`src/rtl/sine_table_loader_pkg.sv`:
```
`default_nettype none
// ============================================================================
//  Module      : sine_table_loader_pkg
//  Description : Shared definitions for the sine table loader: default table
//                geometry, the loader state encoding and a state decode
//                helper. Optional feature macro used by the loader:
//                SINE_TABLE_LOADER_CHECKSUM_EN.
//  Revision    : 1.0 - initial release
// ============================================================================
package sine_table_loader_pkg;

    localparam int SINE_TABLE_ADDR_WIDTH = 14;
    localparam int SINE_TABLE_DATA_WIDTH = 16;

    // CHECK_* states are only reachable when the checksum trailer is enabled.
    typedef enum logic [2:0] {
        ST_IDLE       = 3'd0,
        ST_LOW_BYTE   = 3'd1,
        ST_HIGH_BYTE  = 3'd2,
        ST_WRITE      = 3'd3,
        ST_CHECK_LOW  = 3'd4,
        ST_CHECK_HIGH = 3'd5,
        ST_DONE       = 3'd6
    } loader_state_t;

    // States in which the loader is willing to take a stream byte.
    function automatic logic is_byte_ready_state(input loader_state_t s);
        return (s == ST_LOW_BYTE)  || (s == ST_HIGH_BYTE) ||
               (s == ST_CHECK_LOW) || (s == ST_CHECK_HIGH);
    endfunction

endpackage : sine_table_loader_pkg
`default_nettype wire

```
`src/rtl/sine_table_loader_if.sv`:
```
`default_nettype none
// ============================================================================
//  Module      : sine_table_loader_if
//  Description : Byte stream handshake into the sine table loader.
//                Signal names are relative to the loader.
//  Ports       : i_ByteValid - byte present on i_Byte
//                i_Byte      - stream byte, low byte of each word first
//                o_ByteReady - loader accepts the byte this cycle
//  Modports    : master - byte source, slave - loader
//  Revision    : 1.0 - initial release
// ============================================================================
interface sine_table_loader_if;
    logic       i_ByteValid;
    logic [7:0] i_Byte;
    logic       o_ByteReady;

    modport master (output i_ByteValid, output i_Byte, input  o_ByteReady);
    modport slave  (input  i_ByteValid, input  i_Byte, output o_ByteReady);
endinterface : sine_table_loader_if
`default_nettype wire

```
`src/rtl/sine_table_loader_byte_word_assembler.sv`:
```
`default_nettype none
// ============================================================================
//  Module      : byte_word_assembler
//  Description : Pairs consecutive accepted bytes (low first) into a 16-bit
//                word. o_WordValid pulses combinationally in the cycle the
//                high byte is accepted, with o_Word = {high, stored low}.
//  Ports       : i_Clock, i_Reset_n (sync, active-low)
//                i_Clear     - drop any stored half word
//                i_ByteFire  - a byte is transferred this cycle
//                i_Byte      - the transferred byte
//                o_WordValid - a complete word is available this cycle
//                o_Word      - the assembled word
//  Revision    : 1.0 - initial release
// ============================================================================
module byte_word_assembler (
    input  wire logic        i_Clock,
    input  wire logic        i_Reset_n,
    input  wire logic        i_Clear,
    input  wire logic        i_ByteFire,
    input  wire logic [7:0]  i_Byte,
    output logic             o_WordValid,
    output logic [15:0]      o_Word
);

    logic       high_phase_q;
    logic [7:0] low_q;

    always_ff @(posedge i_Clock) begin
        if (!i_Reset_n) begin
            high_phase_q <= 1'b0;
            low_q        <= 8'h00;
        end else if (i_Clear) begin
            high_phase_q <= 1'b0;
        end else if (i_ByteFire) begin
            if (!high_phase_q) begin
                low_q <= i_Byte;
            end
            high_phase_q <= ~high_phase_q;
        end
    end

    assign o_WordValid = i_ByteFire && high_phase_q && !i_Clear;
    assign o_Word      = {i_Byte, low_q};

endmodule : byte_word_assembler
`default_nettype wire

```
`src/rtl/sine_table_loader.sv`:
```
`default_nettype none
// ============================================================================
//  Module      : sine_table_loader
//  Description : Loads a waveform generator sine table from a little-endian
//                byte stream. Each word produces a one-cycle registered write
//                strobe; addresses run 0 .. 2**ADDR_WIDTH-1 in order.
//                i_Start (re)starts a load at any time.
//  Option      : `define SINE_TABLE_LOADER_CHECKSUM_EN to expect a trailing
//                16-bit checksum word (mod 2**16 sum of all table words);
//                o_ChecksumError reports a mismatch. Without it the last
//                write goes straight to DONE and o_ChecksumError is 0.
//  Ports       : i_Clock, i_Reset_n (sync, active-low), i_Start
//                byte_if (slave)          - byte stream handshake
//                o_SineTableWriteEnable   - table write strobe
//                o_SineTableWriteAddress  - table index of the strobe
//                o_SineTableWriteValue    - table word of the strobe
//                o_Busy, o_Done, o_ChecksumError - load status
//  Revision    : 1.0 - initial release
// ============================================================================
module sine_table_loader
    import sine_table_loader_pkg::*;
#(
    parameter int ADDR_WIDTH = SINE_TABLE_ADDR_WIDTH,
    parameter int DATA_WIDTH = SINE_TABLE_DATA_WIDTH
) (
    input  wire logic                  i_Clock,
    input  wire logic                  i_Reset_n,
    input  wire logic                  i_Start,
    sine_table_loader_if.slave         byte_if,
    output logic                       o_SineTableWriteEnable,
    output logic [ADDR_WIDTH-1:0]      o_SineTableWriteAddress,
    output logic [DATA_WIDTH-1:0]      o_SineTableWriteValue,
    output logic                       o_Busy,
    output logic                       o_Done,
    output logic                       o_ChecksumError
);

    localparam logic [ADDR_WIDTH-1:0] c_LAST_ADDR = {ADDR_WIDTH{1'b1}};

    loader_state_t            state_q, state_d;
    logic [ADDR_WIDTH-1:0]    cnt_q, cnt_d;
    logic [ADDR_WIDTH-1:0]    addr_q, addr_d;
    logic [DATA_WIDTH-1:0]    val_q, val_d;
    logic                     we_q, we_d;
    logic                     busy_q, busy_d;
    logic                     ready_q, ready_d;
    logic                     done_q, done_d;
`ifdef SINE_TABLE_LOADER_CHECKSUM_EN
    logic [15:0]              sum_q, sum_d;
    logic                     cserr_q, cserr_d;
`endif

    logic                     byte_fire;
    logic                     word_valid;
    logic [15:0]              word;

    // A byte coinciding with i_Start is never consumed: the restart wins.
    assign byte_fire = byte_if.i_ByteValid && ready_q && !i_Start;

    byte_word_assembler u_assembler (
        .i_Clock     (i_Clock),
        .i_Reset_n   (i_Reset_n),
        .i_Clear     (i_Start),
        .i_ByteFire  (byte_fire),
        .i_Byte      (byte_if.i_Byte),
        .o_WordValid (word_valid),
        .o_Word      (word)
    );

    always_comb begin
        state_d = state_q;
        cnt_d   = cnt_q;
        addr_d  = addr_q;
        val_d   = val_q;
        we_d    = 1'b0;
        done_d  = done_q;
`ifdef SINE_TABLE_LOADER_CHECKSUM_EN
        sum_d   = sum_q;
        cserr_d = cserr_q;
`endif
        if (i_Start) begin
            state_d = ST_LOW_BYTE;
            cnt_d   = '0;
            done_d  = 1'b0;
`ifdef SINE_TABLE_LOADER_CHECKSUM_EN
            sum_d   = 16'h0000;
            cserr_d = 1'b0;
`endif
        end else begin
            case (state_q)
                ST_LOW_BYTE: begin
                    if (byte_fire) begin
                        state_d = ST_HIGH_BYTE;
                    end
                end
                ST_HIGH_BYTE: begin
                    // Strobe is registered, so it shows during WRITE.
                    if (word_valid) begin
                        state_d = ST_WRITE;
                        we_d    = 1'b1;
                        addr_d  = cnt_q;
                        val_d   = word;
`ifdef SINE_TABLE_LOADER_CHECKSUM_EN
                        sum_d   = sum_q + word;
`endif
                    end
                end
                ST_WRITE: begin
                    if (cnt_q == c_LAST_ADDR) begin
`ifdef SINE_TABLE_LOADER_CHECKSUM_EN
                        state_d = ST_CHECK_LOW;
`else
                        state_d = ST_DONE;
                        done_d  = 1'b1;
`endif
                    end else begin
                        cnt_d   = cnt_q + 1'b1;
                        state_d = ST_LOW_BYTE;
                    end
                end
`ifdef SINE_TABLE_LOADER_CHECKSUM_EN
                ST_CHECK_LOW: begin
                    if (byte_fire) begin
                        state_d = ST_CHECK_HIGH;
                    end
                end
                ST_CHECK_HIGH: begin
                    if (word_valid) begin
                        state_d = ST_DONE;
                        done_d  = 1'b1;
                        cserr_d = (word != sum_q);
                    end
                end
`endif
                default: begin
                    state_d = state_q;
                end
            endcase
        end
        // Status outputs are registered from the next state.
        busy_d  = (state_d != ST_IDLE) && (state_d != ST_DONE);
        ready_d = is_byte_ready_state(state_d);
    end

    always_ff @(posedge i_Clock) begin
        if (!i_Reset_n) begin
            state_q <= ST_IDLE;
            cnt_q   <= '0;
            addr_q  <= '0;
            val_q   <= '0;
            we_q    <= 1'b0;
            busy_q  <= 1'b0;
            ready_q <= 1'b0;
            done_q  <= 1'b0;
`ifdef SINE_TABLE_LOADER_CHECKSUM_EN
            sum_q   <= 16'h0000;
            cserr_q <= 1'b0;
`endif
        end else begin
            state_q <= state_d;
            cnt_q   <= cnt_d;
            addr_q  <= addr_d;
            val_q   <= val_d;
            we_q    <= we_d;
            busy_q  <= busy_d;
            ready_q <= ready_d;
            done_q  <= done_d;
`ifdef SINE_TABLE_LOADER_CHECKSUM_EN
            sum_q   <= sum_d;
            cserr_q <= cserr_d;
`endif
        end
    end

    assign byte_if.o_ByteReady     = ready_q;
    assign o_SineTableWriteEnable  = we_q;
    assign o_SineTableWriteAddress = addr_q;
    assign o_SineTableWriteValue   = val_q;
    assign o_Busy                  = busy_q;
    assign o_Done                  = done_q;
`ifdef SINE_TABLE_LOADER_CHECKSUM_EN
    assign o_ChecksumError         = cserr_q;
`else
    assign o_ChecksumError         = 1'b0;
`endif

endmodule : sine_table_loader
`default_nettype wire

```
`src/flat_wrapper.sv`:
```
// flat-port wrapper written by rule: the top's interface ports become plain ports
module sine_table_loader_flat import sine_table_loader_pkg::*;
#(
    parameter int ADDR_WIDTH = SINE_TABLE_ADDR_WIDTH,
    parameter int DATA_WIDTH = SINE_TABLE_DATA_WIDTH
)
  (i_Clock, i_Reset_n, i_Start, o_SineTableWriteEnable, o_SineTableWriteAddress, o_SineTableWriteValue, o_Busy, o_Done, o_ChecksumError, byte_if_i_ByteValid, byte_if_i_Byte, byte_if_o_ByteReady);
  sine_table_loader_if byte_if_i ();
  input  wire logic i_Clock;
  input  wire logic i_Reset_n;
  input  wire logic i_Start;
  output logic o_SineTableWriteEnable;
  output logic [ADDR_WIDTH-1:0] o_SineTableWriteAddress;
  output logic [DATA_WIDTH-1:0] o_SineTableWriteValue;
  output logic o_Busy;
  output logic o_Done;
  output logic o_ChecksumError;
  input wire logic [$bits(byte_if_i.i_ByteValid)-1:0] byte_if_i_ByteValid;
  input wire logic [$bits(byte_if_i.i_Byte)-1:0] byte_if_i_Byte;
  output wire logic [$bits(byte_if_i.o_ByteReady)-1:0] byte_if_o_ByteReady;
  assign byte_if_i.i_ByteValid = byte_if_i_ByteValid;
  assign byte_if_i.i_Byte = byte_if_i_Byte;
  assign byte_if_o_ByteReady = byte_if_i.o_ByteReady;
  sine_table_loader #(.ADDR_WIDTH(ADDR_WIDTH), .DATA_WIDTH(DATA_WIDTH)) u_core (.i_Clock(i_Clock), .i_Reset_n(i_Reset_n), .i_Start(i_Start), .byte_if(byte_if_i), .o_SineTableWriteEnable(o_SineTableWriteEnable), .o_SineTableWriteAddress(o_SineTableWriteAddress), .o_SineTableWriteValue(o_SineTableWriteValue), .o_Busy(o_Busy), .o_Done(o_Done), .o_ChecksumError(o_ChecksumError));
endmodule
```
`config.mk`:
```
export PLATFORM = sky130hd
export DESIGN_NAME = sine_table_loader_flat
export DESIGN_NICKNAME = d
export VERILOG_FILES = /design/src/rtl/sine_table_loader_pkg.sv /design/src/rtl/sine_table_loader_if.sv /design/src/rtl/sine_table_loader_byte_word_assembler.sv /design/src/rtl/sine_table_loader.sv /design/src/flat_wrapper.sv
export SDC_FILE = /design/constraint.sdc
export NUM_CORES = 1
export LEC_CHECK = 0
export CAP_MARGIN = 40
export CORE_ASPECT_RATIO = 1.1
export CORE_MARGIN = 10
export CORE_UTILIZATION = 55
export CTS_CLUSTER_SIZE = 25
export DETAILED_ROUTE_END_ITERATION = 8
export GPL_TIMING_DRIVEN = 1
export PLACE_DENSITY = 0.81
export SYNTH_ARGS = -nofsm -noshare
export SYNTH_HDL_FRONTEND = slang
export SYNTH_SLANG_ARGS = --single-unit
```
`constraint.sdc`:
```
create_clock -name i_Clock -period 3.4 [get_ports i_Clock]
set_input_delay 0.68 -clock i_Clock [delete_from_list [all_inputs] [get_ports i_Clock]]
set_output_delay 0.68 -clock i_Clock [all_outputs]
set_load 0.02 [all_outputs]
```
==> reports/metrics.json, run 1 <==
{
  "run_status": "finished clean",
  "gr-usage-all-layers_pct": 14.4,
  "max_freq_mhz": 422,
  "drt_first_iter_violations": 183,
  "dpl.cell_count": 377,
  "finalHoldViolCount": 0,
  "port-buffer-count": 45,
  "p_total_uw": 1310,
  "post_layout_nonfiller_instances": 393,
  "worst_setup_path_end_kind": "flip-flop",
  "fin_crit_ps": 2370,
  "met2_demand_to_capacity_share_in_global_routing_pct": 23.0,
  "timing.rr.start": "u_core.cnt_q[0]$_SDFFE_PP0P_",
  "leakagePower_uw": 0.00105,
  "crit_family": "simple AND/OR/NAND/NOR gates",
  "yosys.cell_types.count": 46,
  "synth_top_area_cell": "dfxtp_1",
  "cts_made_buffers": 9,
  "power_density_nw_per_um2": 417,
  "ctsRootBufferMaster": "clkbuf_8",
  "critical_path.max_stage_delay_ps": 690,
  "critical_path_class": "reg2reg",
  "clock_sinks": 60,
  "cp-start-kind": "flip-flop",
  "average_wire_per_cell_in_the_routed_design_um": 14.3,
  "ys_seq_area_share_pct": 47.5,
  "diodes": 0,
  "io-pin-count": 47,
  "timing_worst_slew_pin_value_ps": 757,
  "vias_per_cell": 5.55,
  "antenna_violating_nets_post_route": 0,
  "detail_route.first_pass.iterations": 4,
  "postSynthCellCount": 293,
  "area.growth.synth_to_final_pct": 24.4,
  "finalSetupViolCount": 0,
  "avgSynthCellArea_um2": 8.63,
  "post-route-drc-count": 0,
  "insertion_delay_ps": 330,
  "antenna_found_initial": 0,
  "synth.net_count": 306,
  "grt_max_degree": 33,
  "gr-usage-met1_pct": 16.4,
  "r2r_slack_ps": 1030,
  "vias": 2182,
  "setup_repair_after_global_routing_missed_its_margin": "no",
  "netlist.area_leader.share_pct": 47.5,
  "yosysWarnings": 0,
  "initial_core_util_pct": 57.8,
  "drt-total-wl_mm": 5.63,
  "path_clk_slew_ps": 60,
  "synth.top_cells.by_area": "dfxtp_1 (47%), nand2_1 (13%), a21boi_0 (8.9%)",
  "post_route_cells_drive_above_1_share_pct": 6.78,
  "cts_setup_buffers": 0,
  "cp_max_fo": 16,
  "top_usage_layer": "met2",
  "number_of_max_capacitance_violations_reported": 0,
  "grt_pass1_vias": 1929,
  "routabilityCongestion": 0.802,
  "worst-endpoint-arrival_ps": 2580,
  "floorplan.die.width_um": 84.7,
  "globalRouteOverflowTotal": 0,
  "critPathBufInv": 0,
  "endpoint_of_the_worst_setup_timing_path": "u_core.state_q[0]$_SDFF_PN0_",
  "tritoncts_clock_tree": "built",
  "finClkSkew_ps": 5.92,
  "timing.final.max_slew_violations": 0,
  "die_h_um": 91.1,
  "endpoint_required_time_on_the_critical_path_ps": 3610,
  "std_cell_rows": 25,
  "final.period_utilization_pct": 69.6,
  "dieArea_um2": 7720,
  "h-tree-depth": 3,
  "grt_first_pass_wirelength_mm": 9.20,
  "clockBufferDepth": 2,
  "totalNegativeSetupSlack_ps": 0,
  "ctsResizeCount": 0,
  "finish.net_count": 347,
  "worst_ir_drop_vdd_v": 0.000259,
  "global_route.usage.met3_pct": 5.09,
  "synth.ff_latch_count": 60,
  "syn-cell-area_um2": 2530,
  "whs_ps": 454,
  "dp_hpwl_mm": 3.96,
  "worst-r2r-cell-count": 5,
  "floorplan.core_area_um2": 4380,
  "cpMaxStageDelayCell": "nor4_4",
  "crit_chain": "ha_1, nand4_1, nor4_4, o221ai_1, o21a_1",
  "worst_setup_path_startpoint": "u_core.cnt_q[0]$_SDFFE_PP0P_",
  "worst_hold_path_type": "reg2reg",
  "path_depth": 5,
  "slew-limit-headroom_pct": 49.1,
  "holdBufCountCts": 0,
  "worst_r2r_end": "u_core.state_q[0]$_SDFF_PN0_"
}
-- worst min-delay path by stage --
stage / from / cells past startpoint / end
floorplan: u_core.u_assembler.low_q[0]$_SDFFE_PN0P_ / 2 / u_core.o_SineTableWriteValue[0]$_SDFFE_PN0P_
global placement: u_core.o_SineTableWriteValue[15]$_SDFFE_PN0P_ / 2 / u_core.o_SineTableWriteValue[15]$_SDFFE_PN0P_
detailed placement: u_core.o_SineTableWriteValue[15]$_SDFFE_PN0P_ / 2 / u_core.o_SineTableWriteValue[15]$_SDFFE_PN0P_
CTS: u_core.o_SineTableWriteValue[15]$_SDFFE_PN0P_ / 2 / u_core.o_SineTableWriteValue[15]$_SDFFE_PN0P_
global route: u_core.u_assembler.low_q[0]$_SDFFE_PN0P_ / 2 / u_core.o_SineTableWriteValue[0]$_SDFFE_PN0P_
finish: u_core.u_assembler.low_q[1]$_SDFFE_PN0P_ / 2 / u_core.o_SineTableWriteValue[1]$_SDFFE_PN0P_
-- layer usage --
metal  share of wire, %  vias up
met5                  0        -
met1                 44     1027
met2                 49       51
met4                1.4        0
li1                   -     1099
met3                6.1        5
-- cell families (layout without fill, tap and decap cells) --
| kind of cell | Yosys count | in the layout | share of synthesized area (%) |
|---|---|---|---|
| buf+inv | 22 | 68 | 4.50 |
| compound gates | 78 | 78 | 22.1 |
| other cells | 1 | 1 | 0.148 |
| fa+ha+maj | 1 | 1 | 0.494 |
| xor+xnor | 1 | 1 | 0.346 |
| simple gates | 130 | 130 | 25.0 |
| flops | 60 | 60 | 47.5 |
-- layout by cell type (no fill, tap or decap), types with 2 or more instances in the layout --
cell type        Yosys  final
or4_1                6      6
nand3_1              5      5
a211oi_1             2      2
a31oi_1              2      2
nand2_1             88     88
nand4_1              2      2
o21ai_0              6      6
dfxtp_1             60     60
clkinv_2             0      2
clkbuf_1             9      4
nor3_1               3      3
buf_4                2      5
a21boi_1             8      8
and2_1               2      2
or3_1                4      4
o31ai_1              6      6
a21boi_0            30     30
nor2_1               6      6
o21a_1               4      4
a21oi_1             13     13
clkdlybuf4s50_1      0     45
clkbuf_8             0     10
inv_1                2      2
-- synthesized netlist by cell type (all sizes together) --
master	instances
a211oi	2
a21boi	38
a21oi	13
a311oi	1
a31oi	2
a41o	1
and2	2
and2b	1
and3	1
and3b	1
and4	1
buf	11
clkbuf	9
conb	1
dfxtp	60
ha	1
inv	2
nand2	88
nand2b	1
nand3	5
nand4	4
nand4b	1
nor2	6
nor2b	1
nor3	3
nor4	2
nor4b	1
o211ai	1
o21a	4
o21ai	6
o221ai	1
o311ai	1
o31a	1
o31ai	6
o41ai	1
or3	4
or4	7
or4b	1
xor2	1
-- power breakdown --
part	internal (uW)	switching, uW	leakage (uW)	total [uW]
logic	30.1	30.6	0.000481	60.7
clock network	283	252	0.0000844	535
registers	710	6.17	0.000485	716
-- through the flow --
stage	util, %	worst slack (ps)	cell area, um^2
floorplan	-	1530	2530
global placement	68.2	988	2990
detailed placement	68.2	941	2990
CTS	71.9	1070	3150
global route	71.9	847	3150
finish	71.9	1030	3150
-- flip-flops by register name, summed over array words and instances, names as in the netlist --
signal / count
u_core.o_SineTableWriteValue: 16
u_core.cnt_q: 14
u_core.o_SineTableWriteAddress: 14
u_core.u_assembler.low_q: 8
u_core.state_q: 3
u_core.byte_if.o_ByteReady: 1
u_core.o_Busy: 1
u_core.o_Done: 1
u_core.o_SineTableWriteEnable: 1
u_core.u_assembler.high_phase_q: 1
-- worst register-to-register path, delay by kind of cell (launching register included) --
family / cells / cell delay, ps
AOI/OAI and AO/OA: 2 / 550
and+or+nand+nor: 2 / 1060
adders and majority gates: 1 / 240
DFF: 1 / 420
-- layout make-up --
| type | instances | area [um^2] |
|---|---|---|
| fillers | 378 | 1230 |
| multi-input cells | 211 | 1220 |
| flip-flops and latches | 60 | 1200 |
| repair buffers | 50 | 488 |
| clock buffers | 14 | 153 |
| well taps | 54 | 67.6 |
| clock inverters | 2 | 10.0 |
| inverters | 2 | 7.51 |
(Power assumes the default switching activity.)
==> run 2, diff against run 1 <==
- CORE_UTILIZATION: 55 -> 46
- PLACE_DENSITY: 0.81 -> 0.73
- clock period: 3.4 -> 1.95 ns (I/O delays scaled with it)
==> reports/metrics.json, run 2 (synthesis gave the netlist of run 1 again) <==
{
  "crit_family": "simple AND/OR/NAND/NOR gates",
  "cts_made_buffers": {"value": 9, "change": "unchanged"},
  "grt_first_pass_wirelength": {"value": 9.97, "unit": "mm", "change": "+8.3%"},
  "post-route-drc-count": {"value": 0, "change": "unchanged"},
  "path_clk_slew": {"value": 70, "unit": "ps", "change": "about the same"},
  "cts_setup_buffers": {"value": 0, "change": "unchanged"},
  "ctsRootBufferMaster": "clkbuf_8",
  "timing.rr.start": "u_core.cnt_q[0]$_SDFFE_PP0P_",
  "finalSetupViolCount": {"value": 0, "change": "unchanged"},
  "globalRouteOverflowTotal": {"value": 0, "change": "unchanged"},
  "routabilityCongestion": {"value": 0.830, "change": "+3.4%"},
  "ctsResizeCount": {"value": 0, "change": "unchanged"},
  "grt_pass1_vias": {"value": 2069, "change": "+7.3%"},
  "antenna_violating_nets_post_route": {"value": 0, "change": "unchanged"},
  "tritoncts_clock_tree": "built",
  "finClkSkew": {"value": 5.27, "unit": "ps", "change": "-0.652 ps"},
  "worst_path_most_repeated_cell": "buf_4",
  "layout_filler_cell_count": {"value": 483, "change": "+28%"},
  "critPathBufInv": {"value": 2, "change": "+2"},
  "initial_core_util": {"value": 47.2, "unit": "%", "change": "-11 points"},
  "grt_max_degree": {"value": 39, "change": "+18%"},
  "worst-r2r-cell-count": {"value": 7, "change": "+2"},
  "worst_hold_path_type": "reg2reg",
  "std_cell_rows": {"value": 28, "change": "+12%"},
  "area.growth.synth_to_final_pct": 31.2,
  "finalHoldViolCount": {"value": 0, "change": "unchanged"},
  "final.period_utilization": {"value": 91.9, "unit": "%", "change": "+22 points"},
  "path_depth": {"value": 7, "change": "+2"},
  "endpoint_required_time_on_the_critical_path": {"value": 2220, "unit": "ps", "change": "-1390 ps"},
  "clock_sinks": {"value": 60, "change": "unchanged"},
  "worst-endpoint-arrival": {"value": 2060, "unit": "ps", "change": "-520 ps"},
  "drt-total-wl": {"value": 5.92, "unit": "mm", "change": "+5.0%"},
  "critical_path_class": "reg2reg",
  "io-pin-count": {"value": 47, "change": "unchanged"},
  "max_freq": {"value": 558, "unit": "MHz", "change": "+32%"},
  "timing.final.max_slew_violations": {"value": 0, "change": "unchanged"},
  "gr-usage-all-layers": {"value": 13.7, "unit": "%", "change": "-0.68 points"},
  "power_density": {"value": 779, "unit": "nW/um^2", "change": "+87%"},
  "vias": {"value": 2230, "change": "+2.2%"},
  "diodes": {"value": 0, "change": "unchanged"},
  "post_route_cells_drive_above_1_share": {"value": 10.8, "unit": "%", "change": "+4.0 points"},
  "whs_path_depth": {"value": 2, "change": "unchanged"},
  "holdCritStartpoint": "u_core.o_SineTableWriteValue[15]$_SDFFE_PN0P_",
  "cp_max_fo": {"value": 7, "change": "-9"},
  "largest_register_ffs": {"value": 16, "change": "unchanged"},
  "holdBufCountCts": {"value": 0, "change": "unchanged"},
  "leakagePower": {"value": 0.00114, "unit": "uW", "change": "+8.4%"},
  "detail_route.first_pass.iterations": {"value": 4, "change": "unchanged"},
  "detailedPlace.worstSlack": {"value": -111, "unit": "ps", "change": "-1050 ps"},
  "fin_crit": {"value": 1790, "unit": "ps", "change": "-576 ps"},
  "vias_per_cell": {"value": 5.23, "change": "-5.7%"},
  "antenna_found_initial": {"value": 0, "change": "unchanged"},
  "h-tree-depth": {"value": 3, "change": "unchanged"},
  "number_of_max_capacitance_violations_reported": {"value": 0, "change": "unchanged"},
  "floorplan.core_area": {"value": 5360, "unit": "um^2", "change": "+22%"},
  "run_status": "finished clean",
  "drt_first_iter_violations": {"value": 77, "change": "-58%"},
  "whs": {"value": 452, "unit": "ps", "change": "-2.33 ps"},
  "cp-start-kind": "flip-flop",
  "finish.net_count": {"value": 359, "change": "+3.5%"},
  "insertion_delay": {"value": 340, "unit": "ps", "change": "about the same"},
  "worst_setup_path_startpoint": "u_core.cnt_q[0]$_SDFFE_PP0P_",
  "worst_setup_path_end_kind": "flip-flop",
  "final_cell_mix": "nand2_1 (88), dfxtp_1 (60), clkdlybuf4s50_1 (45)",
  "worst_ir_drop_vdd": {"value": 0.000516, "unit": "V", "change": "+99%"},
  "dp_hpwl": {"value": 4.28, "unit": "mm", "change": "+8.1%"},
  "die_h": {"value": 97.8, "unit": "um", "change": "+7.3%"},
  "crit_chain": "ha_1, nand4_1, buf_4, nor4_4, buf_4, or4_1, a21oi_1",
  "critical_path.max_stage_delay": {"value": 470, "unit": "ps", "change": "-220 ps"},
  "dieArea": {"value": 8870, "unit": "um^2", "change": "+15%"},
  "fin_ws": {"value": 158, "unit": "ps", "change": "-874 ps"},
  "floorplan.die.width": {"value": 90.7, "unit": "um", "change": "+7.1%"},
  "clockBufferDepth": {"value": 2, "change": "unchanged"},
  "cpMaxStageDelayCell": "or4_1",
  "port-buffer-count": {"value": 45, "change": "unchanged"},
  "layout_commonest_cell": "nand2_1",
  "average_wire_per_cell_in_the_routed_design": {"value": 13.9, "unit": "um", "change": "-3.1%"}
}
-- run 2: cell types whose count changed in the layout (fill, tap and decap cells not counted), sizes merged --
cell and delta:
bufinv +2, clkinv +1, clkbuf -3, buf +12
-- run 2: cell type report --
cell class,instances,area (um^2),share of cell area [%]
clock buffers,11,141,4.26
flip-flops and latches,60,1200,36.2
multi-input cells,211,1220,36.8
repair buffers,62,578,17.4
inverters,2,7.51,0.226
clock inverters,5,75.1,2.26
well taps,75,93.8,2.83
-- run 2: metal layers --
metal,up-vias,GRT usage (%),part of all wire [%]
li1,1124,-,-
met1,1048,15.3,44
met2,47,22.0,49
met3,11,4.52,5.0
met4,0,8.58,2.7
met5,-,0,0
-- run 2: metrics by stage --
| stage | TNS, ps | power, uW | cell area [um^2] | util, % | instances |
|---|---|---|---|---|---|
| detailed placement | -1960 | 1390 | 3090 | 57.7 | 409 |
| floorplan | 0 | 1340 | 2530 | - | 293 |
| finish | 0 | 2590 | 3320 | 61.9 | 426 |
| global placement | -935 | 1390 | 3090 | 57.7 | 409 |
| CTS | 0 | 2610 | 3310 | 61.8 | 425 |
| global route | -13.3 | 2680 | 3320 | 61.9 | 426 |
-- run 2: path summary, 6_finish.rpt --
kind | end | slack [ps]
setup / recovery | u_core.cnt_q[5]$_SDFFE_PP0P_ | 160
hold reg to reg | u_core.o_SineTableWriteValue[15]$_SDFFE_PN0P_ | 450
setup reg to reg | u_core.cnt_q[5]$_SDFFE_PP0P_ | 160
hold / removal | u_core.o_SineTableWriteValue[15]$_SDFFE_PN0P_ | 450
-- run 2: power breakdown --
part	internal (uW)	leakage, uW	switching, uW	total, uW
combinational	57.1	0.000541	56.6	114
clock	748	0.000113	478	1230
sequential	1240	0.000485	9.14	1250
-- run 2: tightest hold or removal path: stages (launching register included) --
cell	delay (ps)
dfxtp_1	310
nand2_1	50
a21boi_1	50
==> run 3, diff against run 2 <==
- CORE_UTILIZATION: 46 -> 47
- PLACE_DENSITY: 0.73 -> 0.74
- SKIP_CTS_REPAIR_TIMING: not set -> 1
- SYNTH_HIERARCHICAL: not set -> 1
==> reports/metrics.json, run 3 <==
{
  "portion_of_netlist_area_occupied_by_mux_cells": {"value": 3.08, "unit": "%", "change": "+3.1 points"},
  "antenna_found_initial": {"value": 0, "change": "unchanged"},
  "cp-start-kind": "flip-flop",
  "yosysWarnings": {"value": 6, "change": "+6"},
  "number_of_enable_type_register_cells_in_the_synthesized_netlist": {"value": 0, "change": "unchanged"},
  "worst-endpoint-arrival": {"value": 1960, "unit": "ps", "change": "-100 ps"},
  "slew-limit-headroom_pct": 64.1,
  "area.growth.synth_to_final_pct": 29.9,
  "finalSetupViolCount": {"value": 0, "change": "unchanged"},
  "post-route-drc-count": {"value": 0, "change": "unchanged"},
  "top_cells_by_count_synth": "nand2_1 (85), dfxtp_1 (60), a21boi_0 (25)",
  "synth.net_count": {"value": 318, "change": "+3.9%"},
  "synth_adder_area_share": {"value": 0.481, "unit": "%", "change": "-0.014 points"},
  "worst_r2r_end": "u_core/byte_if.o_ByteReady$_SDFF_PN0_",
  "final_cell_mix": "nand2_1 (85), dfxtp_1 (60), clkdlybuf4s50_1 (45)",
  "worst_setup_path_end_kind": "flip-flop",
  "drt-total-wl": {"value": 5.64, "unit": "mm", "change": "-4.7%"},
  "synth_area_in_compound_gates": {"value": 12.9, "unit": "%", "change": "-9.2 points"},
  "finish.net_count": {"value": 365, "change": "+1.7%"},
  "critPathBufInv": {"value": 1, "change": "-1"},
  "finalHoldViolCount": {"value": 0, "change": "unchanged"},
  "port-buffer-count": {"value": 45, "change": "unchanged"},
  "globalRouteOverflowTotal": {"value": 0, "change": "unchanged"},
  "worst_hold_path_type": "reg2reg",
  "tritoncts_clock_tree": "built",
  "run_status": "finished clean",
  "synth_xor_area_share": {"value": 4.71, "unit": "%", "change": "+4.4 points"},
  "diodes": {"value": 0, "change": "unchanged"},
  "std_cell_rows": {"value": 28, "change": "unchanged"},
  "fin_ws": {"value": 212, "unit": "ps", "change": "+53.8 ps"},
  "timing.final.max_slew_violations": {"value": 0, "change": "unchanged"},
  "vias": {"value": 2165, "change": "-2.9%"},
  "timing.hold.worst_endpoint": "u_core/o_SineTableWriteValue[1]$_SDFFE_PN0P_",
  "number_of_max_capacitance_violations_reported": {"value": 0, "change": "unchanged"},
  "antenna_violating_nets_post_route": {"value": 0, "change": "unchanged"},
  "average_wire_per_cell_in_the_routed_design": {"value": 13.1, "unit": "um", "change": "-5.9%"},
  "postSynthCellCount": {"value": 305, "change": "+4.1%"},
  "synth_top_area_cell": "dfxtp_1",
  "dominant_combinational_cell_family_by_area_after_synthesis": "simple AND/OR/NAND/NOR gates",
  "netSwitchingFraction": {"value": 20.8, "unit": "%", "change": "-0.20 points"},
  "clockBufferDepth": {"value": 2, "change": "unchanged"},
  "whs_path_depth": {"value": 2, "change": "unchanged"},
  "clock_sinks": {"value": 60, "change": "unchanged"},
  "timing_worst_slew_pin_value_ps": 535,
  "path_clk_slew": {"value": 70, "unit": "ps", "change": "about the same"},
  "r2r_slack": {"value": 210, "unit": "ps", "change": "+50 ps"},
  "crit_chain": "ha_1, nand3_1, nor4_4, buf_6, o221ai_1, xnor2_1, and2_1",
  "comb_pwr_share": {"value": 4.6, "unit": "%", "change": "+0.2 points"},
  "ctsRootBufferMaster": "clkbuf_8",
  "synth-main-ff-cell": "dfxtp_1",
  "endpoint_required_time_on_the_critical_path": {"value": 2170, "unit": "ps", "change": "-50 ps"},
  "clock_power_share": {"value": 47.3, "unit": "%", "change": "about the same"},
  "ys_seq_area_share": {"value": 46.1, "unit": "%", "change": "-1.3 points"},
  "worst_ir_drop_vdd": {"value": 0.000517, "unit": "V", "change": "+0.13%"},
  "grt_max_degree": {"value": 44, "change": "+13%"},
  "worst-r2r-cell-count": {"value": 7, "change": "unchanged"},
  "final.period_utilization": {"value": 89.1, "unit": "%", "change": "-2.8 points"},
  "netlist.area_leader.share": {"value": 46.1, "unit": "%", "change": "-1.3 points"},
  "yosys.cell_types.count": {"value": 39, "change": "-15%"},
  "timing.rr.start": "u_core/cnt_q[1]$_SDFFE_PP0P_",
  "synth.top_cells.by_area": "dfxtp_1 (46%), nand2_1 (12%), a21boi_0 (7.2%)",
  "cts_made_buffers": {"value": 9, "change": "unchanged"},
  "io-pin-count": {"value": 47, "change": "unchanged"},
  "synth.ff_latch_count": {"value": 60, "change": "unchanged"},
  "layout_commonest_cell": "nand2_1",
  "p_int": {"value": 2040, "unit": "uW", "change": "about the same"},
  "floorplan.core_area": {"value": 5400, "unit": "um^2", "change": "+0.65%"},
  "syn-cell-area": {"value": 2600, "unit": "um^2", "change": "+2.9%"},
  "critical_path_class": "reg2reg",
  "max_freq": {"value": 575, "unit": "MHz", "change": "+3.1%"},
  "grt_first_pass_wirelength": {"value": 9.70, "unit": "mm", "change": "-2.7%"},
  "avgSynthCellArea": {"value": 8.54, "unit": "um^2", "change": "-1.1%"},
  "setup_repair_after_global_routing_missed_its_margin": "no",
  "routabilityCongestion": {"value": 0.850, "change": "+2.5%"},
  "grt_pass1_vias": {"value": 2035, "change": "-1.6%"},
  "drt_first_iter_violations": {"value": 107, "change": "+39%"},
  "fin_crit": {"value": 1740, "unit": "ps", "change": "-53.8 ps"},
  "gr-usage-all-layers": {"value": 13.1, "unit": "%", "change": "-0.56 points"},
  "switching_power": {"value": 538, "unit": "uW", "change": "-1.2%"},
  "whs": {"value": 449, "unit": "ps", "change": "-3.24 ps"},
  "leakagePower": {"value": 0.00114, "unit": "uW", "change": "+0.47%"},
  "detailedPlace.worstSlack": {"value": -211, "unit": "ps", "change": "-101 ps"},
  "critical_path.max_stage_delay": {"value": 400, "unit": "ps", "change": "-70 ps"},
  "floorplan.die.width": {"value": 91.0, "unit": "um", "change": "+0.28%"},
  "power_density": {"value": 763, "unit": "nW/um^2", "change": "-2.1%"},
  "post_route_cells_drive_above_1_share": {"value": 11.0, "unit": "%", "change": "+0.13 points"},
  "dieArea": {"value": 8920, "unit": "um^2", "change": "+0.57%"},
  "initial_core_util": {"value": 48.3, "unit": "%", "change": "+1.1 points"},
  "dp_hpwl": {"value": 4.00, "unit": "mm", "change": "-6.4%"},
  "finClkSkew": {"value": 10.3, "unit": "ps", "change": "+5.07 ps"},
  "cpMaxStageDelayCell": "dfxtp_1",
  "cp_max_fo": {"value": 10, "change": "+3"},
  "die_h": {"value": 98.1, "unit": "um", "change": "+0.29%"},
  "power.sequential.fraction": {"value": 48.1, "unit": "%", "change": "about the same"},
  "h-tree-depth": {"value": 3, "change": "unchanged"},
  "detail_route.first_pass.iterations": {"value": 4, "change": "unchanged"},
  "post-synth-top-count-cell": "nand2_1",
  "holdCritStartpoint": "u_core/u_assembler/low_q[1]$_SDFFE_PN0P_",
  "synth_simple_gate_area_share": {"value": 25.6, "unit": "%", "change": "+0.59 points"},
  "vias_per_cell": {"value": 5.02, "change": "-4.0%"},
  "synthArstFlopShare": {"value": 0, "unit": "%", "change": "unchanged"},
  "crit_family": "simple AND/OR/NAND/NOR gates",
  "insertion_delay": {"value": 340, "unit": "ps", "change": "about the same"},
  "largest_register_ffs": {"value": 16, "change": "unchanged"}
}
## run 3: changes by cell type after synthesis, sizes merged, moves of 5 or more
cell    delta
or4        -7
xnor2     +14
mux2i      +8
a21oi      -8
o31ai      -5
nor4       +6
nor2      +12
a21boi     -7
buf       +10
## run 3: worst max-delay path by stage
| stage | start | endpoint | slack (ps) | cells past startpoint |
|---|---|---|---|---|
| 2_1_floorplan | u_core/byte_if.o_ByteReady$_SDFF_PN0_ | u_core/o_SineTableWriteAddress[4]$_SDFFE_PN0P_ | 110 | 8 |
| 3_3_place_gp | byte_if_i_ByteValid | u_core/o_SineTableWriteAddress[5]$_SDFFE_PN0P_ | -160 | 9 |
| 3_5_place_dp | byte_if_i_ByteValid | u_core/o_SineTableWriteAddress[2]$_SDFFE_PN0P_ | -210 | 9 |
| 4_1_cts | byte_if_i_ByteValid | u_core/o_SineTableWriteValue[4]$_SDFFE_PN0P_ | 140 | 9 |
| 5_1_grt | u_core/cnt_q[1]$_SDFFE_PP0P_ | u_core/byte_if.o_ByteReady$_SDFF_PN0_ | 10 | 7 |
| 6_report | u_core/cnt_q[1]$_SDFFE_PP0P_ | u_core/byte_if.o_ByteReady$_SDFF_PN0_ | 210 | 7 |
## run 3: stage by stage
stage | instances | setup TNS, ps | cell area, um^2 | util, % | power (uW)
after global placement | 416 | -4350 | 3150 | 58.5 | 1390
after global routing | 431 | 0 | 3380 | 62.7 | 2680
after floorplan | 305 | 0 | 2600 | - | 1340
after CTS | 431 | 0 | 3370 | 62.5 | 2610
after detailed placement | 416 | -5680 | 3150 | 58.5 | 1390
final | 431 | 0 | 3380 | 62.7 | 2580
## run 3: logic make-up after synthesis
family,count (synthesis)
and+or+nand+nor,142
DFF,60
AOI/OAI and AO/OA,48
buffers and inverters,31
xor gates and xnor gates,14
muxes,8
adders and majority gates,1
other,1
## run 3: cell type report
class,instances,area (um^2)
timing repair buffer,65,629
multi-input combinational,214,1230
inverter,2,7.51
sequential,60,1200
clock buffer,11,141
tap,75,93.8
fill,484,2010
clock inverter,4,73.8
## run 3: power groups by stage
stage / registers, uW / clock network [uW] / logic [uW]
2_1_floorplan: 1270 / 0 / 74.7
3_3_place_gp: 1270 / 0 / 118
3_5_place_dp: 1270 / 0 / 118
4_1_cts: 1240 / 1250 / 118
5_1_grt: 1240 / 1310 / 129
6_report: 1240 / 1220 / 118
## run 3: tightest hold or removal path, cell delays in order, from the launching register on
cell,delay (ps)
dfxtp_1,310
nand2_1,50
a21boi_1,50
## run 3: routing by layer
layer / part of all wire [%] / vias to the layer above / wire length (um) / global-route usage, %
li1: - / 1099 / - / -
met1: 45 / 997 / 2540 / 15.2
met2: 47 / 62 / 2640 / 20.6
met3: 6.9 / 7 / 391 / 5.28
met4: 1.3 / 0 / 71 / 6.51
met5: 0 / - / 0 / 0
